--- config.mk ---
export PLATFORM = sky130hd
export DESIGN_NAME = fixdiv
export DESIGN_NICKNAME = d
export VERILOG_FILES = /design/src/rtl/fixdiv.sv
export SDC_FILE = /design/constraint.sdc
export NUM_CORES = 1
export LEC_CHECK = 0
export ABC_AREA = 1
export CAP_MARGIN = 20
export CORE_ASPECT_RATIO = 1.75
export CORE_UTILIZATION = 51
export DETAILED_ROUTE_END_ITERATION = 8
export DONT_BUFFER_PORTS = 1
export PLACE_DENSITY = 0.76
export SLEW_MARGIN = 25
export SYNTH_ARGS = -nofsm -noshare
export SYNTH_HDL_FRONTEND = slang
export SYNTH_SLANG_ARGS = --single-unit
--- constraint.sdc ---
create_clock -name clk -period 3.9 [get_ports clk]
set_input_delay 0.78 -clock clk [delete_from_list [all_inputs] [get_ports clk]]
set_output_delay 0.78 -clock clk [all_outputs]
set_load 0.005 [all_outputs]
--- src/rtl/fixdiv.sv ---
// Sequential signed Q0.18 divider: restoring shift-subtract on magnitudes, one quotient
// bit per cycle plus a round bit, then clamp/round and hold the result until accepted.
module fixdiv #(
    parameter int WIDTH = 19,
    parameter int FRAC  = WIDTH - 1
) (
    input  logic             clk,
    input  logic             reset,
    input  logic             in_valid,
    output logic             in_ready,
    input  logic [WIDTH-1:0] a,
    input  logic [WIDTH-1:0] b,
    output logic             out_valid,
    input  logic             out_ready,
    output logic [WIDTH-1:0] result,
    output logic             out_ovf,
    output logic             out_dz,
    output logic [1:0]       fsm_state
);

    // Handshake: a transfer happens on a rising edge where valid and ready are both high;
    // a/b are only sampled on the in_valid&&in_ready edge, and result/out_ovf/out_dz stay
    // stable from out_valid rising until the out_valid&&out_ready edge.

    typedef enum logic [1:0] {
        IDLE   = 2'd0,
        CALC   = 2'd1,
        FINISH = 2'd2,
        DONE   = 2'd3
    } state_t;

    localparam int CW = $clog2(FRAC + 1);
    localparam logic [CW-1:0]    LAST    = CW'(FRAC);
    localparam logic [WIDTH-1:0] MAX_POS = {1'b0, {(WIDTH-1){1'b1}}};
    localparam logic [WIDTH-1:0] MIN_NEG = {1'b1, {(WIDTH-1){1'b0}}};
    localparam logic [WIDTH-1:0] ONE_MAG = MIN_NEG;

    state_t state;
    state_t state_next;

    logic             accept;
    logic [WIDTH-1:0] a_mag;
    logic [WIDTH-1:0] b_mag;

    logic             sign_r;
    logic             a_neg_r;
    logic             b_zero_r;
    logic             big_r;
    logic [WIDTH-1:0] bmag_r;
    logic [WIDTH:0]   rem_r;
    logic [FRAC:0]    quo_r;
    logic [CW-1:0]    cnt_r;

    logic [WIDTH:0]   rem_sh;
    logic [WIDTH:0]   rem_sub;
    logic             fits;

    logic [WIDTH-1:0] mag;
    logic [WIDTH-1:0] res_next;
    logic             ovf_next;
    logic             dz_next;

    assign accept = in_valid && in_ready;

    // Unsigned W-bit magnitudes: -1.0 becomes exactly 2^FRAC, no asymmetric corner.
    assign a_mag = a[WIDTH-1] ? -a : a;
    assign b_mag = b[WIDTH-1] ? -b : b;

    assign rem_sh  = {rem_r[WIDTH-1:0], 1'b0};
    assign fits    = rem_sh >= {1'b0, bmag_r};
    assign rem_sub = rem_sh - {1'b0, bmag_r};

    // Round half up: drop the extra quotient bit and add it back as the round increment.
    assign mag = {1'b0, quo_r[FRAC:1]} + {{FRAC{1'b0}}, quo_r[0]};

    // State register
    always_ff @(posedge clk) begin
        if (reset) begin
            state <= IDLE;
        end else begin
            state <= state_next;
        end
    end

    // Next-state logic
    always_comb begin
        state_next = state;
        case (state)
            IDLE:    if (accept) state_next = CALC;
            CALC:    if (cnt_r == LAST) state_next = FINISH;
            FINISH:  state_next = DONE;
            DONE:    if (out_ready) state_next = IDLE;
            default: state_next = IDLE;
        endcase
    end

    // FSM outputs
    always_comb begin
        in_ready  = (state == IDLE);
        out_valid = (state == DONE);
        fsm_state = state;
    end

    // Clamp priority: divide-by-zero, then |a|>=|b|, then a rounded-up full-scale magnitude.
    always_comb begin
        res_next = sign_r ? -mag : mag;
        ovf_next = 1'b0;
        dz_next  = 1'b0;
        if (b_zero_r) begin
            dz_next  = 1'b1;
            ovf_next = 1'b1;
            res_next = a_neg_r ? MIN_NEG : MAX_POS;
        end else if (big_r) begin
            ovf_next = 1'b1;
            res_next = sign_r ? MIN_NEG : MAX_POS;
        end else if (mag == ONE_MAG) begin
            if (sign_r) begin
                res_next = MIN_NEG;
            end else begin
                ovf_next = 1'b1;
                res_next = MAX_POS;
            end
        end
    end

    // Datapath and registered outputs
    always_ff @(posedge clk) begin
        if (reset) begin
            sign_r   <= 1'b0;
            a_neg_r  <= 1'b0;
            b_zero_r <= 1'b0;
            big_r    <= 1'b0;
            bmag_r   <= '0;
            rem_r    <= '0;
            quo_r    <= '0;
            cnt_r    <= '0;
            result   <= '0;
            out_ovf  <= 1'b0;
            out_dz   <= 1'b0;
        end else begin
            case (state)
                IDLE: begin
                    if (accept) begin
                        sign_r   <= a[WIDTH-1] ^ b[WIDTH-1];
                        a_neg_r  <= a[WIDTH-1];
                        b_zero_r <= (b == '0);
                        big_r    <= (a_mag >= b_mag);
                        bmag_r   <= b_mag;
                        rem_r    <= {1'b0, a_mag};
                        quo_r    <= '0;
                        cnt_r    <= '0;
                        out_ovf  <= 1'b0;
                        out_dz   <= 1'b0;
                    end
                end
                CALC: begin
                    rem_r <= fits ? rem_sub : rem_sh;
                    quo_r <= {quo_r[FRAC-1:0], fits};
                    cnt_r <= cnt_r + CW'(1);
                end
                FINISH: begin
                    result  <= res_next;
                    out_ovf <= ovf_next;
                    out_dz  <= dz_next;
                end
                default: ;
            endcase
        end
    end

endmodule
# Word level (Yosys, flattened, before mapping)
# Index checks and enable logic that the tools add are counted.
[op_classes] add_sub_neg=6 magnitude_cmp=2 eq_ne=8 muxes=27 bitwise=1 n_reduce_logical=9
[op_table] cell="$mux 19" n=11
[op_table] cell="$pmux 19 s2" n=2
[op_table] cell="$neg 19->19" n=3
[op_table] cell="$ge 20x19->1" n=1
[op_table] cell="$add 18x1->19" n=1
[op_table] cell="$eq 19x19->1 const B" n=1
[op_table] cell="$ge 19x19->1" n=1
[op_table] cell="$logic_not 19->1" n=1
[op_table] cell="$sub 19x19->19" n=1
[op_table] cell="$pmux 5 s2" n=1
[op_table] cell="$pmux 2 s4" n=1
[op_table] cell="$mux 1" n=6
[op_table] cell="$mux 2" n=3
[op_table] cell="$reduce_and 2->1" n=3
[op_table] cell="$add 5x1->5 const B" n=1
[op_table] cell="$eq 5x5->1 const B" n=1
[op_table] cell="$mux 5" n=1
[op_table] cell="$eq 2x2->1 const B" n=2
[op_table] cell="$ne 2x1->1 const B" n=2
[op_table] cell="$pmux 1 s2" n=2
[op_table] cell="$reduce_bool 2->1" n=2
[op_table] cell="$reduce_and 3->1" n=1
[op_table] cell="$eq 2x1->1 const B" n=1
[op_table] cell="$logic_not 2->1" n=1
[op_table] cell="3 further kinds" n=3
[word_totals] regBits=89 in_bits=42 wordCells=65

# Logic depth before layout (Yosys ltp)
# Gate-level depths: netlist (run 1).
[depth] word_depth=6 ltp_mapped=20 depth_no_buf=20

# Worst setup path before layout (run 1)
# Ideal clock, no wire load.
[synth_timing] path_type="in2reg" startpoint="input b[1]" endpoint="register big_r" t_arrival_ps=2818 path_slack_ps=963 path_stages=20 n_path_buf=0 path_cell_list="inv_1 -> ha_1 -> nand3_1 -> nand3b_1 -> nor2_1 -> nand3b_1 -> o21ai_0 -> xor2_1 -> inv_1 -> ha_1 -> nand2_1 -> inv_1 -> nand3_1 -> nor2_1 -> nor2_1 -> nand3_1 -> a21oi_1 -> nand2_1 -> nand2_1 -> a21oi_1"
[synth_between] elab_chain_len=3
[synth_rtl] item="from (decl)" line_no="12" text="input logic [WIDTH-1:0] b,"
[synth_rtl] item="$neg 19->19" line_no="67" text="assign b_mag = b[WIDTH-1] ? -b : b;"
[synth_rtl] item="$mux 19 (*)" line_no="67"
[synth_rtl] item="$ge 19x19->1 (*)" line_no="147" text="big_r <= (a_mag >= b_mag);"
[synth_rtl] item="to (signal assigned)" line_no="147"
[synth_rtl] item="to (decl)" line_no="48" text="logic big_r;"
# Every way passes the cells marked *; elsewhere a longest branch is shown, timed or not.
# A chain may end at the register's enable or synchronous reset.

# Final worst setup path (run 1)
[layout_timing] startpoint="register rem_r[0]" endpoint="register rem_r[10]"
[layout_between] elab_chain_len=3 elab_cells_between_ends=4 classes_between="1 x add/sub; 1 x order compare; 2 x mux"
[layout_rtl] item="from (decl)" line_no="50" text="logic [WIDTH:0] rem_r;"
[layout_rtl] item="from (signal assigned)" line_no="149" text="rem_r <= {1'b0, a_mag};"
[layout_rtl] item="from (signal assigned)" line_no="157" text="rem_r <= fits ? rem_sub : rem_sh;"
[layout_rtl] item="$sub 19x19->19 / $ge 20x19->1 (equally long branches)" line_no="71, 70"
[layout_rtl] item="$mux 19 (*)" line_no="157"
[layout_rtl] item="$pmux 19 s2 (*)" line_no="141" text="case (state)"
# Marks and branches as above.

==> flow_results.org, run 1 <==
** Routing
- After detailed routing, the number of remaining DRC violations is 0.
- Dividing the detail-routed wire length by the instance count gives around 15 µm.
- Count of antenna-violating nets left after detailed routing :: 0
- First-iteration detailed-routing DRC count :: 352
- Detailed routing inserted a total of approximately 7200 vias.
- The routed design has 19900 µm of wire.
- Dividing the detail-routed via count by the number of cells gives 5.58.
- Pre-antenna DRT Iters :: 5

** Clocking
- In this run the post-CTS setup repair buffer count came out at 0.
- Root cell of the clock tree :: sky130_fd_sc_hd__clkbuf_16
- The H-tree was split into 3 levels.
- The clock passes through at most 2 buffers.
- Clock-pin slew on the worst setup and hold paths :: 0.07 ns
- Hold-fix buffers at CTS :: 0
- Number of gates resized after CTS :: 0
- Clk Latency, worst-skew pair :: 0.35 ns
- Number of buffers added by the clock tree synthesis step :: 9
- Num Clock Sinks :: 89
- TritonCTS built the clock tree.

** Synthesis
- During synthesis, Yosys emitted a total of 0 warnings.
- The cell count after synthesis came out at 1136.
- Average size of a mapped cell :: 6.30 µm²
- Flop and latch count out of synthesis :: 89
- Number of synthesized flops with an enable pin :: 0
- When the netlist entered floorplanning its net count stood at 1227.
- After synthesis the cells add up to 0.00716 mm².
- Ranked by total cell area, the synthesized netlist is headed by sky130_fd_sc_hd__dfxtp_1 25%, sky130_fd_sc_hd__nand2_1 14%, sky130_fd_sc_hd__ha_1 8.4%.
- Share of the yosys chip area belonging to registers :: 24.9%
- Number of distinct library cells after synthesis :: 44
- The biggest area contributor in the post-synthesis netlist is sky130_fd_sc_hd__dfxtp_1.
- Commonest register cell after synthesis :: sky130_fd_sc_hd__dfxtp_1
- After synthesis, the largest area contributor takes up 24.9% of total cell area.
- In the synthesized netlist the async set-or-reset flop fraction comes to 0%.

** Pwr
- Worst ir drop on vdd :: 595 µV
- Leakage power summed over all cells :: 3.61 nW
- Dividing total power by cell area gives a power density of 683 mW/mm².

** Critical path
- The worst setup path is launched from a flop.
- By instance count, the cell type seen most on the critical path is sky130_fd_sc_hd__o21ai_0.
- On the critical path, the stage with the largest delay is an instance of sky130_fd_sc_hd__o21ai_0.
- The endpoint identified for the worst register-to-register timing path is rem_r[10].
- For the worst setup path, the data required time is 4.17 ns.
- The critical path runs through a total of 10 cells.
- In this design, the stage delay of the slowest critical-path cell is 0.62 ns.
- Internal reg-to-reg setup slack :: 0.96 ns
- The signal on the critical path passes through inv_1 > fa_1 > o21ai_0 > a21boi_0 > o21ai_0 > xor2_1 > nand2_1 > nand3_1 > o211ai_1 > a21oi_1.
- The number of buffers and inverters on the critical path is 1.
- The startpoint identified for the worst register-to-register timing path is rem_r[0].
- Along the worst path, the maximum fanout reaches 4.
- The worst setup path is captured at a flop.
- Tracing the worst setup path back leads to its startpoint at rem_r[0].
- In this design, the largest share of critical-path delay is due to compound AO/OA/AOI/OAI gates.
- Count of cells along the worst register-to-register path :: 10
- CP Class :: flop to flop
- Following the worst setup path forward leads to its endpoint at rem_r[10].
- STA puts the critical path data arrival time at 3.21 ns.

** Global routing
- Largest net degree at the start of global routing :: 48
- The number of global-route vias before repair is approximately 7000.
- Antenna violations before repair :: 0
- Grt ovf :: 0
- Global-route wire length before repair :: roughly 32000 µm
- Across every metal layer, demand over resource in global routing totals 27.7%.

** Layout
- Commonest non-fill, non-tap cells in the layout :: 274 x sky130_fd_sc_hd__nand2_1, 157 x sky130_fd_sc_hd__inv_1, 119 x sky130_fd_sc_hd__a21oi_1, 92 x sky130_fd_sc_hd__o21ai_0, 89 x sky130_fd_sc_hd__dfxtp_1
- 0 antenna diodes ended up in the layout.
- Final non-filler cell total :: 1294
- The layout has 1342 filler cells.
- The net count of the finished layout is about 1200.
- Leading cell type in the layout, fill and taps excluded :: sky130_fd_sc_hd__nand2_1
- From synthesis to final layout, the design area changed by 5.66%.
- Of the cells placed in the final design, the portion with a size suffix greater than 1 is 5.54%.
- Final core occ :: 55.9%
- Final design instance area without fill :: 0.00756 mm²

** Placed design
- During placement, the flow inserted port buffers numbering 0.
- Placement Setup Slack :: 0.639 ns
- Number of cells in the design after placement :: 1278
- Final weighted congestion in routability-driven placement :: ~0.96
- Area post-placement :: 0.00727 mm²
- DPL Wire Length :: 15400 µm

** STA
- In the post-route analysis, the smallest setup slack over all paths is 0.959 ns.
- At the pin with the least slew margin, the transition time is 0.886 ns.
- Setup repair after global routing left no endpoint under its margin.
- Skew final :: 0.00978 ns
- For this run, the top clock speed supported by timing is about 340 MHz.
- The final number of hold-violating endpoints is 0.
- Count of final setup violators :: 0
- The max-slew violation count is 0.
- Worst slew slack as a fraction of its limit :: between 40% and 50%
- Final cycle utilization of the critical path :: 75.4%
- Fin Setup TNS :: 0 ns
- Final period demand of the worst path :: a little under 3 ns

** Die
- Effective utilization at floorplan :: 52.9%
- Core area :: 0.0135 mm²
- Die ar. :: 0.0145 mm²
- 67 I/O pins were placed.
- Number of placement rows :: 56
- Die Span Y :: about 160 µm
- Measured along the x axis, the die boundary spans 91.6 µm.

** Status
- The flow ran to the end, and the final reports show no timing, DRC or antenna violations.

** Job
- Max-cap viol count :: 0

** Min path
- The min-delay analysis places its worst path in the category flop to flop.
## registers in the layout (all words and copies together), names as in the netlist
| register | count |
|---|---|
| result | 19 |
| rem_r | 19 |
| a_neg_r | 1 |
| quo_r | 19 |
| big_r | 1 |
| sign_r | 1 |
| out_dz | 1 |
| cnt_r | 5 |
| b_zero_r | 1 |
| fsm_state | 2 |
| bmag_r | 19 |
| out_ovf | 1 |
## per-stage QoR
step | power, W | hold slack, ns
2_1_floorplan | 0.00353 | 0.430
3_3_place_gp | 0.00421 | 0.449
3_5_place_dp | 0.00425 | 0.450
4_1_cts | 0.00513 | 0.460
5_1_grt | 0.00560 | 0.477
6_report | 0.00516 | 0.461
## report_power, final
part	internal (W)	switching (W)	total, W
registers	0.00114	0.000186	0.00133
logic	0.000995	0.00198	0.00297
clock network	0.000447	0.000414	0.000861
total	0.00258	0.00258	0.00516
## worst min path at each step
stage,slack (ns),depth (start not counted),end,start
after floorplan,0.43,2,a_neg_r,a_neg_r
after global placement,0.45,2,a_neg_r,a_neg_r
after detailed placement,0.45,2,a_neg_r,a_neg_r
after CTS,0.46,2,a_neg_r,a_neg_r
after global routing,0.48,2,a_neg_r,a_neg_r
final,0.46,2,a_neg_r,a_neg_r
## tightest hold or removal path: cells and delay by family (launching register included)
kind	cells	cell delay [ns]
flops	1	0.30
compound gates	1	0.06
buf+inv	1	0.06
## layout make-up
| type | count | area [µm²] | area share, % |
|---|---|---|---|
| clock buffer | 9 | 225 | 2.98 |
| timing repair buffer | 8 | 60.1 | 0.794 |
| sequential | 89 | 1780 | 23.6 |
| clock inverter | 7 | 60.1 | 0.794 |
| multi-input combinational | 846 | 4610 | 61.0 |
| tap | 174 | 218 | 2.88 |
| inverter | 161 | 604 | 7.99 |
## routing by layer
layer	up-vias	track usage, %	part of all wire, %
li1	3656	-	-
met1	3301	25.3	34
met2	182	52.2	54
met3	77	4.12	3.8
met4	0	22.7	8.1
met5	-	0	0
## synth_stat cells, types with 2 or more instances
cell,number
sky130_fd_sc_hd__inv_1,157
sky130_fd_sc_hd__xnor2_1,13
sky130_fd_sc_hd__a21oi_2,3
sky130_fd_sc_hd__o211ai_1,15
sky130_fd_sc_hd__buf_2,3
sky130_fd_sc_hd__o21bai_1,5
sky130_fd_sc_hd__o21ai_1,2
sky130_fd_sc_hd__o21ai_0,93
sky130_fd_sc_hd__a31oi_1,4
sky130_fd_sc_hd__a21oi_1,119
sky130_fd_sc_hd__a21o_1,5
sky130_fd_sc_hd__or2_2,7
sky130_fd_sc_hd__o31ai_1,4
sky130_fd_sc_hd__ha_1,48
sky130_fd_sc_hd__xor2_1,38
sky130_fd_sc_hd__and3_1,2
sky130_fd_sc_hd__nor4_1,2
sky130_fd_sc_hd__nand2_2,12
sky130_fd_sc_hd__nand3b_1,7
sky130_fd_sc_hd__dfxtp_1,89
sky130_fd_sc_hd__nand2_1,274
sky130_fd_sc_hd__buf_4,2
sky130_fd_sc_hd__clkinv_1,3
sky130_fd_sc_hd__nand4_1,18
sky130_fd_sc_hd__nor2_4,4
sky130_fd_sc_hd__nor2_2,5
sky130_fd_sc_hd__clkbuf_1,30
sky130_fd_sc_hd__nor2_1,81
sky130_fd_sc_hd__buf_1,4
sky130_fd_sc_hd__nor3_1,7
sky130_fd_sc_hd__nand3_1,66
sky130_fd_sc_hd__nor3b_1,2
## logic make-up after synthesis
kind of cell | count (synthesis) | share of synthesized area [%]
compound gates | 254 | 19.2
simple gates | 492 | 30.2
flops | 89 | 24.9
xor+xnor | 51 | 6.24
fa+ha+maj | 49 | 8.67
buf+inv | 201 | 10.8
Power figures use the tool's default switching activity.
==> run 2: changes to the inputs <==
==> constraint.sdc (replaced) <==
create_clock -name clk -period 2.9 [get_ports clk]
set_input_delay 0.58 -clock clk [delete_from_list [all_inputs] [get_ports clk]]
set_output_delay 0.58 -clock clk [all_outputs]
set_load 0.005 [all_outputs]
==> run 2 against run 1 <==
Sequential cell count unchanged. Clock power up 41%. Critical path depth up 10. Non-clock buffer count up 13. Sequential share of layout area down 0.35 points. Hold slack worse by 0.18 ns.
==> flow_results.org, run 2 (synthesized netlist as in run 1, its figures left out) <==
** STA
- Static timing analysis puts the maximum clock frequency at 388 MHz.
- Setup repair after global routing left no endpoint under its margin.
- Once routing completed, OpenROAD measured the worst setup slack at about 0.32 ns.
- Setup violations remaining at the end of the flow were counted as 0.
- Across the routed clock network, the largest skew measured is 0.0127 ns.
- After layout, the worst path uses 88.9% of the clock period.
- Final period demand of the worst path :: approximately 2.6 ns
- Tightest Pin Transition :: 0.777 ns
- Number of hold violations in the final report :: 0
- The max-slew violation count is 0.
- On the final layout, the worst hold slack is 0.280 ns.
- In this run the tightest slew margin relative to its limit is slightly below 50%.

** Layout
- Number of fill cells in the layout :: roughly 1400
- Area of all sequential standard cells :: ~0.0018 mm²
- The post-route netlist has ~6.7% of its cells at a drive strength greater than 1.
- In the final layout, the multi-input gates occupy ~0.0046 mm².
- Final core occ :: around 57%
- In the layout the commonest cells are 274 x sky130_fd_sc_hd__nand2_1, 157 x sky130_fd_sc_hd__inv_1, 119 x sky130_fd_sc_hd__a21oi_1, 92 x sky130_fd_sc_hd__o21ai_0, 89 x sky130_fd_sc_hd__dfxtp_1.
- Leaving out fill and tap cells, the most frequent cell in the layout is sky130_fd_sc_hd__nand2_1.
- Count of nets after finishing :: 1219
- Synth-to-layout area growth :: 7.27%
- The number of antenna diodes in the final layout is 0.

** Critical path
- Critical-path top delay cell :: sky130_fd_sc_hd__ha_1
- Max Fanout on Critical Path :: 3
- The critical path contains buffers and inverters numbering 3 combined.
- STA classifies the critical path endpoint as a flop.
- For the worst setup path, the data required time is around 3.2 ns.
- Data arrival time at the worst-slack endpoint :: between 2 and 3 ns
- Critical path's top delay family :: simple AND/OR/NAND/NOR gates
- The critical path in this run is classified as input port to flop.
- Max stage delay on crit path :: around 0.31 ns
- Worst Setup Start Kind :: input port
- CP cell instances :: inv_1 > ha_1 > nand3_1 > nand3b_1 > nor2_1 > nand3b_1 > o21ai_0 > xor2_1 > inv_1 > ha_1 > nand2_1 > inv_1 > nand3_1 > nor2_1 > nor2_1 > nand3_1 > a21oi_1 > nand2_1 > nand2_1 > a21oi_1

** Clocking
- The later pin in the worst-skew pair is clocked with a latency of about 0.36 ns.
- Hold-fix buffers at CTS :: 0
- Maximum level of the CTS H-tree :: 3
- Num Clock Sinks :: 89
- After clock tree synthesis, the clock-pin slew on the worst setup and hold paths is 0.08 ns.
- Clock tree from TritonCTS :: yes
- Clock tree buffer depth :: 2
- In this run the clock root is driven by a sky130_fd_sc_hd__clkbuf_16.
- In this run, CTS created clock tree buffers numbering 9.

** Placed design
- Port buffering added 0 buffers.
- Routability-driven placement finished with a final weighted congestion of between 0.9 and 1.
- DPL Wire Length :: 15400 µm
- Placement Setup Slack :: -0.0469 ns

** Routing
- In the routed design, unresolved DRC markers number 0.
- For this run, the detailed router's first-pass iteration total came to 5.
- Once detail routing completed, the nets flagged for antenna violations numbered 0.
- The routed design has around 20000 µm of wire.
- Dividing the detail-routed wire length by the instance count gives 15.4 µm.
- For this block, the via count after detailed routing is roughly 7300.
- In the routed layout, each cell is associated on average with a via count of 5.59.
- After the first detailed-routing iteration, the DRC count stood at 315.

** Min path
- Worst hold path class :: input port to flop

** Die
- Die ar. :: 0.0145 mm²
- Die Span Y :: 159 µm
- Core area :: around 0.014 mm²
- In this run the horizontal extent of the chip is 91.6 µm.
- Once the floorplan was initialized, standard cells occupied 52.9% of the core.
- Number of placement rows :: 56
- For this design the top-level I/O count stands at 67.

** Global routing
- The initial antenna violation count was 0.
- Grt ovf :: 0
- The number of global-route vias before repair was 7001.
- The first global-routing pass estimated roughly 32000 µm of wire.
- Total global routing track utilization :: 27.8%
- Entering global routing, the biggest net connects 48 pins.

** Pwr
- Leakage power summed over all cells :: 3.67 nW
- Total power divided by cell area :: 920 mW/mm²
- Total power :: ~0.0071 W
- Worst ir drop on vdd :: ~860 µV

** Job
- Max-cap violations in this run came to 0.

** Status
- The run finished with clean final reports.
## run 2: area by class of cell
type | count | share of cell area (%)
Multi-Input combinational cell | 846 | 60.2
Sequential cell | 89 | 23.2
Inverter | 161 | 7.87
Clock buffer | 9 | 2.93
Tap cell | 174 | 2.84
Timing Repair Buffer | 21 | 2.05
Clock inverter | 7 | 0.945
## run 2: worst register-to-register path, cell delays in order, from the launching register on
cell,delay [ns]
sky130_fd_sc_hd__dfxtp_1,0.37
sky130_fd_sc_hd__ha_1,0.19
sky130_fd_sc_hd__ha_1,0.25
sky130_fd_sc_hd__nand3_1,0.16
sky130_fd_sc_hd__inv_1,0.17
sky130_fd_sc_hd__nand2_1,0.11
sky130_fd_sc_hd__nand2_1,0.07
sky130_fd_sc_hd__nand2_1,0.13
sky130_fd_sc_hd__nor2_4,0.16
sky130_fd_sc_hd__nand3_4,0.14
sky130_fd_sc_hd__nor2_8,0.13
sky130_fd_sc_hd__nand3_2,0.08
sky130_fd_sc_hd__nand2_2,0.10
sky130_fd_sc_hd__inv_2,0.12
sky130_fd_sc_hd__o21ai_0,0.11
sky130_fd_sc_hd__nand2_1,0.08
sky130_fd_sc_hd__a21oi_1,0.15
## run 2: path summary, 6_finish.rpt
path	start	to	slack, ns	cells after the start
hold / removal	reset	quo_r[18]	0.28	1
hold reg to reg	a_neg_r	a_neg_r	0.47	2
setup / recovery	b[1]	big_r	0.32	20
setup reg to reg	quo_r[0]	result[7]	0.33	16
## run 2: metrics by stage
| stage | setup TNS [ns] | cells | instance area [µm²] |
|---|---|---|---|
| after global placement | -0.000635 | 1291 | 7370 |
| after floorplan | 0 | 1136 | 7160 |
| final | 0 | 1307 | 7680 |
| after global routing | 0 | 1307 | 7680 |
| after CTS | 0 | 1307 | 7660 |
| after detailed placement | -0.0469 | 1291 | 7370 |
## run 2: per-layer routing
metal	part of all wire, %	global-route usage [%]
met4	7.3	20.7
met2	55	53.8
met5	0	0
met1	34	25.2
met3	3.6	3.88
## run 2: what timing repair did
| action | in CTS | in global routing |
|---|---|---|
| setup buffers | 0 | 0 |
| setup endpoints to repair | 0 | 2 |
| gates resized for setup | 0 | 2 |
## run 2: power breakdown
| part | leakage [nW] | internal, W | total [W] | switching (W) |
|---|---|---|---|---|
| combinational | 2.80 | 0.00142 | 0.00407 | 0.00266 |
| clock | 0.143 | 0.000610 | 0.00121 | 0.000598 |
| sequential | 0.729 | 0.00153 | 0.00178 | 0.000246 |
| total | 3.67 | 0.00356 | 0.00706 | 0.00350 |
